## src/rtl/pc_sequencer.sv

```systemverilog
// Next-PC controller for the IF stage: owns the PC, issues valid/ready fetches, redirects and flushes IF/ID.
// All outputs registered; redirect target appears one cycle after the request, fetch resumes one cycle later.
module pc_sequencer #(
    parameter logic [31:0] RESET_PC   = 32'd100,
    parameter logic [31:0] EXC_VECTOR = 32'h0000_0180
) (
    input  logic        clock_i,
    input  logic        reset_i,
    input  logic        stall_i,
    input  logic        branch_taken_i,
    input  logic [31:0] branch_target_i,
    input  logic        jump_i,
    input  logic [31:0] jump_target_i,
    input  logic        exception_i,
    input  logic        halt_i,
    input  logic        imem_ready_i,
    output logic [31:0] pc_o,
    output logic        pc_valid_o,
    output logic        if_flush_o,
    output logic        misalign_o,
    output logic [31:0] fetch_count_o
);

    typedef enum logic [1:0] {BOOT, FETCH, REDIRECT, HALTED} state_t;

    state_t      state_q, state_d;
    logic [31:0] pc_q, pc_d;
    logic        pc_valid_q, pc_valid_d;
    logic        if_flush_q, if_flush_d;
    logic        misalign_q, misalign_d;
    logic [31:0] fetch_count_q, fetch_count_d;

    logic        accept;
    logic        redirect_req;
    logic [31:0] req_tgt;
    logic        req_mis;

    assign accept       = pc_valid_q & imem_ready_i;
    assign redirect_req = exception_i | jump_i | branch_taken_i;
    assign req_tgt      = jump_i ? jump_target_i : branch_target_i;
    // Exception always goes to the vector, so only jump/branch targets can be misaligned.
    assign req_mis      = ~exception_i & (jump_i | branch_taken_i) & (req_tgt[1:0] != 2'b00);

    always_comb begin
        state_d       = state_q;
        pc_d          = pc_q;
        pc_valid_d    = pc_valid_q;
        if_flush_d    = 1'b0;
        misalign_d    = 1'b0;
        fetch_count_d = fetch_count_q;
        case (state_q)
            BOOT: begin
                if (halt_i) begin
                    state_d    = HALTED;
                    pc_valid_d = 1'b0;
                end else begin
                    state_d    = FETCH;
                    pc_valid_d = 1'b1;
                end
            end
            FETCH, REDIRECT: begin
                if (halt_i) begin
                    state_d    = HALTED;
                    pc_valid_d = 1'b0;
                    if (accept) fetch_count_d = fetch_count_q + 32'd1;
                end else if (redirect_req) begin
                    // Outstanding fetch is abandoned: not counted.
                    state_d    = REDIRECT;
                    pc_valid_d = 1'b0;
                    if_flush_d = 1'b1;
                    misalign_d = req_mis;
                    pc_d       = (exception_i | req_mis) ? EXC_VECTOR : req_tgt;
                end else if (state_q == REDIRECT) begin
                    state_d    = FETCH;
                    pc_valid_d = 1'b1;
                end else begin
                    if (accept) fetch_count_d = fetch_count_q + 32'd1;
                    if (accept && !stall_i) pc_d = pc_q + 32'd4;
                end
            end
            HALTED: begin
                pc_valid_d = 1'b0;
            end
            default: begin
                state_d    = BOOT;
                pc_valid_d = 1'b0;
            end
        endcase
    end

    always_ff @(posedge clock_i) begin
        if (reset_i) begin
            state_q       <= BOOT;
            pc_q          <= RESET_PC;
            pc_valid_q    <= 1'b0;
            if_flush_q    <= 1'b0;
            misalign_q    <= 1'b0;
            fetch_count_q <= 32'd0;
        end else begin
            state_q       <= state_d;
            pc_q          <= pc_d;
            pc_valid_q    <= pc_valid_d;
            if_flush_q    <= if_flush_d;
            misalign_q    <= misalign_d;
            fetch_count_q <= fetch_count_d;
        end
    end

    assign pc_o          = pc_q;
    assign pc_valid_o    = pc_valid_q;
    assign if_flush_o    = if_flush_q;
    assign misalign_o    = misalign_q;
    assign fetch_count_o = fetch_count_q;

endmodule

```

## config.mk

```make
export PLATFORM = sky130hd
export DESIGN_NAME = pc_sequencer
export DESIGN_NICKNAME = d
export VERILOG_FILES = /design/src/rtl/pc_sequencer.sv
export SDC_FILE = /design/constraint.sdc
export NUM_CORES = 1
export LEC_CHECK = 0
export BUFFER_PORTS_ARGS = -buffer_cell sky130_fd_sc_hd__clkbuf_2
export CORE_MARGIN = 2
export CORE_UTILIZATION = 40
export CTS_CLUSTER_SIZE = 16
export DETAILED_ROUTE_END_ITERATION = 8
export GPL_TIMING_DRIVEN = 0
export PLACE_DENSITY = 0.66
export SLEW_MARGIN = 20
export SYNTH_ARGS = -nofsm -noshare
export SYNTH_HDL_FRONTEND = slang
export SYNTH_SLANG_ARGS = --single-unit
```

## constraint.sdc

```tcl
create_clock -name clock_i -period 2.1 [get_ports clock_i]
set_input_delay 0.21 -clock clock_i [delete_from_list [all_inputs] [get_ports clock_i]]
set_output_delay 0.21 -clock clock_i [all_outputs]
set_load 0.01 [all_outputs]
```

==> run summary, run 1 <==
required time reported for the critical path endpoint: 2.37 ns
area of the core: 10230 sq um
Area Overhead vs Synth: 30.27%
time the final worst path needs with I/O delays and setup: 2.020 ns
area share of the largest cell type after synthesis: 0.3298
Area contributors post-synth: sky130_fd_sc_hd__dfxtp_1 33%, sky130_fd_sc_hd__nor2_1 6.5%, sky130_fd_sc_hd__mux2i_1 6.5%, sky130_fd_sc_hd__xnor2_1 4.4%, sky130_fd_sc_hd__o21ai_0 3.7%
critical path's top delay family: simple AND/OR/NAND/NOR gates
setup-violating endpoint count in the final report: 0
Synth Register Bits: 69
Initial Utilization: 0.4093
Post-synth top cells: 73 x sky130_fd_sc_hd__nor2_1, 69 x sky130_fd_sc_hd__dfxtp_1, 35 x sky130_fd_sc_hd__nand2_1
final-stage net count: 752
cell breakdown of the critical path: ha_1 -> and3_1 -> nand3_2 -> nor3_1 -> nand4_1 -> a211oi_1
H-Tree Level Count: 3
cts-stage hold buffer count: 0
cell with the most instances after synthesis: sky130_fd_sc_hd__nor2_1
DP HPWL: 9.984 mm
number of top-level design ports: 139
clk slew on worst S/H paths: 0.08 ns
Sequential Power Share: 0.445
Switching Fraction: 0.2961
Core Rows: 37
maximum clock frequency: 495.1 MHz
count of port buffers added during placement: 136
Crit path buffers/inverters: 0
number of antenna violations at the first check in global routing: 0
pin count of the biggest net entering global routing: 12
Post-Synthesis Net Count: 601
aggregate routed wire length: 13.75 mm
die height: 106.3 um
fin crit share: 0.9617
class of the most critical hold timing path: primary input to flip-flop
floorplan die width: 106.3 um
die outline area: 11300 sq um
via count of the first global-routing pass: 4364
Skew-Pair Late Insertion Delay: 0.35 ns
leakage dissipation: 0.002182 uW
count of different cell masters after synthesis: 61
Worst setup SP type: flip-flop
routed length per placed instance: 16.87 um
share of synthesized area occupied by flip-flops and latches: 0.3298
count of max-cap constraint violations: 0
Clock power frac: 0.369
Iter 0 DRT Violations: 306
CTS tree: built
ys flop type: sky130_fd_sc_hd__dfxtp_1
Critical Path Max Stage Delay: 0.42 ns
Critical Path Slowest Stage Cell: sky130_fd_sc_hd__dfxtp_1
First-pass DRT Iterations: 5
origin of the worst min-delay path: branch_target_i[22]
total vias in the final route: 4659
Layout Skew: 0.01446 ns
maximum clock insertion buffer count: 2
run status: finished clean
largest area contributor in the netlist: sky130_fd_sc_hd__dfxtp_1
type of the worst setup path: flip-flop to flip-flop
VDD IR-drop max: 0.0003439 V
pwr/cell area: 585.2 nW/um^2
Internal Dissipation: 2247 uW
beginning of the worst register-to-register path: pc_o[3]$_SDFFE_PP0P_
end of the worst register-to-register path: pc_o[26]$_SDFFE_PP0P_
Critical Path End Type: flip-flop
number of cells on the worst hold path: 3
crit-path max FO: 6
total DRC errors in the routed layout: 0
count of nets left with antenna violations after detail routing: 0
Hold Path Sink: pc_o[22]$_SDFFE_PP0P_
Hold Violations, Final: 0
worst endpoint data arrival time: 2.29 ns
RSZ-0062 raised after global routing: true
yosys warns: 0
layout cells sized above 1: 0.3152
worst reg2reg setup slack: 0.08 ns
GRT Residual Overflow: 0
Setup TNS Final: 0 ns
gpl congestion: 0.9195
Synth Area per Inst: 8.007 sq um
number of antenna repair diodes: 0
TritonCTS Buffers: 9
final instance count without filler cells: 815
number of flops mapped to enable cells by yosys: 0
clock sink total: 69
Avg Vias per Cell: 5.717
switching component of the power: 945.1 uW
placed cell count: 795
wire length of the first global-routing pass: 21.63 mm
Final Max Slew Viols: 0
Total GRT Usage: 0.2366
Syn Std Cell Area: 4188 sq um
Synth Instances: 523
Worst Tran Pin Value: 0.8862 ns
Async SR Flop Fraction: 0
master cell of the clock root buffer: sky130_fd_sc_hd__clkbuf_8
R2R depth: 6
Combinational Power Share: 0.187
normalized max-slew margin: 0.4030
Post-Route Hold Slack: 0.1734 ns
[timing repair]
item	in CTS	in global routing
setup buffers	2	2
resized for setup	13	23
gates cloned	0	1
setup endpoints to repair	33	50
pin swaps	1	4
[cell type report]
| class | count | area [sq um] |
|---|---|---|
| plain buffers | 31 | 153.9 |
| flip-flops and latches | 69 | 1388 |
| clock buffers | 13 | 168.9 |
| multi-input cells | 410 | 2771 |
| inverters | 12 | 45.04 |
| clock inverters | 3 | 42.54 |
| fillers | 1006 | 4776 |
| repair buffers | 141 | 715.7 |
| well taps | 136 | 170.2 |
[worst reg2reg max path: stages, from the launching register on]
cell	delay (ns)
sky130_fd_sc_hd__dfxtp_1	0.42
sky130_fd_sc_hd__ha_1	0.25
sky130_fd_sc_hd__and3_1	0.26
sky130_fd_sc_hd__nand3_2	0.19
sky130_fd_sc_hd__nor3_1	0.41
sky130_fd_sc_hd__nand4_1	0.15
sky130_fd_sc_hd__a211oi_1	0.26
[flip-flops by register name, summed over array words and instances, names as in the netlist]
name	cells
fetch_count_o	32
state_q	2
pc_valid_o	1
if_flush_o	1
pc_o	32
misalign_o	1
[through the flow]
step,instance area (sq um),worst slack [ns],total power [uW],util
floorplan,4188,0.2190,1759,-
global placement,5039,-0.2899,1978,0.4925
detailed placement,5039,-0.3179,1988,0.4925
CTS,5324,-0.02046,3175,0.5204
global route,5455,-0.02416,3318,0.5332
finish,5455,0.08037,3192,0.5332
[worst max path at each step]
stage / cells after the start / from / end / slack [ns]
6_report: 6 / pc_o[3]$_SDFFE_PP0P_ / pc_o[26]$_SDFFE_PP0P_ / 0.08
4_1_cts: 8 / state_q[0]$_SDFFE_PP0P_ / fetch_count_o[23]$_SDFFE_PP0P_ / -0.02
3_3_place_gp: 8 / state_q[1]$_SDFFE_PP0P_ / pc_o[17]$_SDFFE_PP0P_ / -0.29
3_5_place_dp: 8 / state_q[0]$_SDFFE_PP0P_ / pc_o[24]$_SDFFE_PP0P_ / -0.32
5_1_grt: 8 / state_q[0]$_SDFFE_PP0P_ / fetch_count_o[23]$_SDFFE_PP0P_ / -0.02
2_1_floorplan: 8 / state_q[0]$_SDFFE_PP0P_ / fetch_count_o[30]$_SDFFE_PP0P_ / 0.22
[layer usage]
layer	global-route usage	up-vias	wire (um)	share of wire
li1	-	2239	-	-
met4	0.09305	0	374	0.027
met3	0.05641	36	1193	0.087
met2	0.4103	247	6714	0.49
met5	0	-	0	0
met1	0.2807	2137	5470	0.40
[layout by cell type, fill, tap and decap left out, types with 4 or more instances in the layout]
master	n
sky130_fd_sc_hd__nor2b_1	4
sky130_fd_sc_hd__inv_1	11
sky130_fd_sc_hd__o32ai_1	6
sky130_fd_sc_hd__nand2_1	35
sky130_fd_sc_hd__ha_1	4
sky130_fd_sc_hd__a31oi_1	4
sky130_fd_sc_hd__buf_4	6
sky130_fd_sc_hd__nor4_2	8
sky130_fd_sc_hd__nor3_1	19
sky130_fd_sc_hd__and3_1	5
sky130_fd_sc_hd__clkbuf_2	138
sky130_fd_sc_hd__mux2i_1	27
sky130_fd_sc_hd__a21oi_1	26
sky130_fd_sc_hd__or3_1	4
sky130_fd_sc_hd__clkbuf_1	14
sky130_fd_sc_hd__dfxtp_1	66
sky130_fd_sc_hd__clkbuf_8	12
sky130_fd_sc_hd__nor3_2	5
sky130_fd_sc_hd__o21ai_0	31
sky130_fd_sc_hd__xnor2_1	21
sky130_fd_sc_hd__buf_2	11
sky130_fd_sc_hd__mux2_2	6
sky130_fd_sc_hd__and4_1	9
sky130_fd_sc_hd__o22ai_1	7
sky130_fd_sc_hd__nand4_1	18
sky130_fd_sc_hd__xor2_1	7
sky130_fd_sc_hd__nor4_1	9
sky130_fd_sc_hd__o21a_1	5
sky130_fd_sc_hd__nand3_1	23
sky130_fd_sc_hd__nor2_1	72
[power by group through the flow]
stage                     clock, uW  sequential, uW  combinational (uW)
after floorplan                   0            1450                 312
after global placement            0            1440                 538
after detailed placement          0            1440                 546
after CTS                      1200            1410                 568
after global routing           1250            1430                 646
final                          1180            1420                 596
[logic make-up after synthesis]
kind of cell / Yosys count / share of synthesized area
buffers and inverters: 44 / 0.04541
DFF: 69 / 0.3298
and+or+nand+nor: 232 / 0.2925
muxes: 33 / 0.08067
xor gates and xnor gates: 28 / 0.05856
adders and majority gates: 6 / 0.01793
AOI/OAI and AO/OA: 111 / 0.1751
(Power assumes the default switching activity.)
==> run 2, diff against run 1 <==
Settings changed: SETUP_SLACK_MARGIN set to 0.5.
==> run 2 against run 1 <==
Against the previous run: utilization rose by 13 points; sequential power barely moved; total power up 6.3%; largest power group unchanged; routed wire length increased by 17%.
==> run summary, run 2 (synthesis results as in run 1) <==
Core Rows: 37 (unchanged)
Area Overhead vs Synth: 61.01%
CTS tree: built
count of nets left with antenna violations after detail routing: 0 (unchanged)
via count of the first global-routing pass: 5030 (+15%)
total DRC errors in the routed layout: 0 (unchanged)
run status: finished clean
time the final worst path needs with I/O delays and setup: 1.872 ns (-0.1478 ns)
crit-path max FO: 5 (-1)
Clock power frac: 0.293 (-0.076)
Skew-Pair Late Insertion Delay: 0.36 ns (about the same)
post-detailed-placement cell area: 5355 sq um (+6.3%)
number of filler instances in the final layout: 810 (-19%)
Sequential Power Share: 0.421 (-0.024)
most common cell after layout, fill and taps aside: sky130_fd_sc_hd__clkbuf_2
Iter 0 DRT Violations: 349 (+14%)
number of antenna violations at the first check in global routing: 0 (unchanged)
RSZ-0062 raised after global routing: true
master cell of the clock root buffer: sky130_fd_sc_hd__clkbuf_8
GRT Residual Overflow: 0 (unchanged)
Final Max Slew Viols: 0 (unchanged)
top library cells by usage in the layout, fill and taps aside: 141 x sky130_fd_sc_hd__clkbuf_2, 66 x sky130_fd_sc_hd__nor2_1, 44 x sky130_fd_sc_hd__dfxtp_1, 43 x sky130_fd_sc_hd__buf_4, 31 x sky130_fd_sc_hd__nand2_1
fin crit share: 0.8914 (-0.07036)
gpl congestion: 0.9229 (+0.37%)
leakage dissipation: 0.002925 uW (+34%)
VDD IR-drop max: 0.0003613 V (+5.1%)
number of antenna repair diodes: 0 (unchanged)
floorplan die width: 106.3 um (unchanged)
die height: 106.3 um (unchanged)
number of top-level design ports: 139 (unchanged)
Total GRT Usage: 0.2834 (+0.04676)
Worst setup SP type: flip-flop
Setup TNS Final: 0 ns (unchanged)
fin area: 6743 sq um (+24%)
TritonCTS Buffers: 9 (unchanged)
First-pass DRT Iterations: 5 (unchanged)
Hold Violations, Final: 0 (unchanged)
required time reported for the critical path endpoint: 2.35 ns (-0.02 ns)
sum of internal, switching and leakage power: 3393 uW (+6.3%)
Layout Skew: 0.01080 ns (-0.003659 ns)
DP HPWL: 10.57 mm (+5.9%)
switching component of the power: 1124 uW (+19%)
worst endpoint data arrival time: 2.12 ns (-0.17 ns)
count of max-cap constraint violations: 0 (unchanged)
type of the worst setup path: flip-flop to flip-flop
maximum clock frequency: 534.2 MHz (+7.9%)
count of port buffers added during placement: 136 (unchanged)
Switching Fraction: 0.3313 (+0.03523)
Initial Utilization: 0.4093 (unchanged)
aggregate routed wire length: 16.15 mm (+17%)
layout cells sized above 1: 0.5047 (+0.1895)
final-stage net count: 816 (+8.5%)
clk slew on worst S/H paths: 0.08 ns (about the same)
H-Tree Level Count: 3 (unchanged)
clock sink total: 69 (unchanged)
maximum clock insertion buffer count: 2 (unchanged)
PnR worst setup slack: 0.2281 ns (+0.1478 ns)
placed cell count: 795 (unchanged)
cts-stage hold buffer count: 0 (unchanged)
setup-violating endpoint count in the final report: 0 (unchanged)
Internal Dissipation: 2269 uW (+0.97%)
Worst Tran Pin Value: 0.7760 ns (-0.1102 ns)
total vias in the final route: 5159 (+11%)
class of the most critical hold timing path: primary input to flip-flop
normalized max-slew margin: 0.4827 (+0.07971)
Post-Place Worst Slack: -0.1418 ns (+0.1761 ns)
Avg Vias per Cell: 5.869 (+2.7%)
routed length per placed instance: 18.37 um (+8.9%)
die outline area: 11300 sq um (unchanged)
pin count of the biggest net entering global routing: 13 (+1)
Combinational Power Share: 0.286 (+0.099)
area of the core: 10230 sq um (unchanged)
final instance count without filler cells: 879 (+7.9%)
pwr/cell area: 503.2 nW/um^2 (-14%)
Critical Path End Type: flip-flop
wire length of the first global-routing pass: 25.36 mm (+17%)
-- run 2: cell types whose count changed in the layout (fill, tap and decap cells not counted), moves of 9 or more --
cell	change
sky130_fd_sc_hd__buf_4	+37
sky130_fd_sc_hd__buf_6	+20
sky130_fd_sc_hd__dfxtp_1	-22
sky130_fd_sc_hd__dfxtp_2	+14
sky130_fd_sc_hd__nor3_1	-10
sky130_fd_sc_hd__nor3_4	+9
sky130_fd_sc_hd__o21ai_0	-19
sky130_fd_sc_hd__o21ai_1	+10
-- run 2: power groups by stage --
stage | logic [uW] | registers (uW) | clock network (uW)
2_1_floorplan | 366 | 1450 | 0
3_3_place_gp | 598 | 1450 | 0
3_5_place_dp | 608 | 1450 | 0
4_1_cts | 905 | 1420 | 996
5_1_grt | 1020 | 1430 | 1050
6_report | 970 | 1430 | 995
-- run 2: timing repair --
item / in CTS / in global routing
cloned: 7 / 0
pin swaps: 62 / 31
resized for setup: 126 / 44
endpoints found under the setup margin: 65 / 68
buffers inserted: 55 / 6
-- run 2: per-stage QoR --
| step | hold slack (ns) | util |
|---|---|---|
| finish | 0.1872 | 0.6590 |
| global route | 0.1893 | 0.6590 |
| CTS | 0.1766 | 0.6398 |
| detailed placement | 0.4687 | 0.5234 |
| global placement | 0.4640 | 0.5234 |
| floorplan | 0.2931 | - |
-- run 2: path summary, 6_finish.rpt --
check	start	endpoint	slack [ns]	cells after the start
worst min register to register	pc_o[1]$_SDFFE_PP0P_	pc_o[1]$_SDFFE_PP0P_	0.48	1
worst max-delay path	state_q[1]$_SDFFE_PP0P_	pc_o[21]$_SDFFE_PP0P_	0.23	11
worst max register to register	state_q[1]$_SDFFE_PP0P_	pc_o[21]$_SDFFE_PP0P_	0.23	11
worst min-delay path	exception_i	misalign_o$_SDFF_PP0_	0.19	2
-- run 2: per-layer routing --
metal  global-route usage  vias up  share of wire
li1                     -     2379              -
met1               0.3282     2411           0.38
met2               0.4835      312           0.49
met3              0.07909       57          0.096
met4               0.1306        0          0.036
met5                    0        -              0
-- run 2: layout make-up --
type / count / area (sq um) / area share
buffer: 32 / 266.5 / 0.03952
clock buffer: 10 / 127.6 / 0.01893
clock inverter: 6 / 38.79 / 0.005752
inverter: 12 / 50.05 / 0.007423
multi-input combinational: 411 / 3307 / 0.4904
sequential: 69 / 1435 / 0.2128
tap: 136 / 170.2 / 0.02524
timing repair buffer: 203 / 1348 / 0.1999
-- run 2: critical path: stages, from the launching register on --
cell and delay (ns):
sky130_fd_sc_hd__dfxtp_4 0.38, sky130_fd_sc_hd__inv_4 0.04, sky130_fd_sc_hd__ha_4 0.25, sky130_fd_sc_hd__nand2b_1 0.09
sky130_fd_sc_hd__clkbuf_8 0.15, sky130_fd_sc_hd__buf_12 0.11, sky130_fd_sc_hd__buf_8 0.10, sky130_fd_sc_hd__nor2_4 0.04
sky130_fd_sc_hd__buf_4 0.12, sky130_fd_sc_hd__nand3_1 0.10, sky130_fd_sc_hd__nor2_1 0.06, sky130_fd_sc_hd__a221o_1 0.33
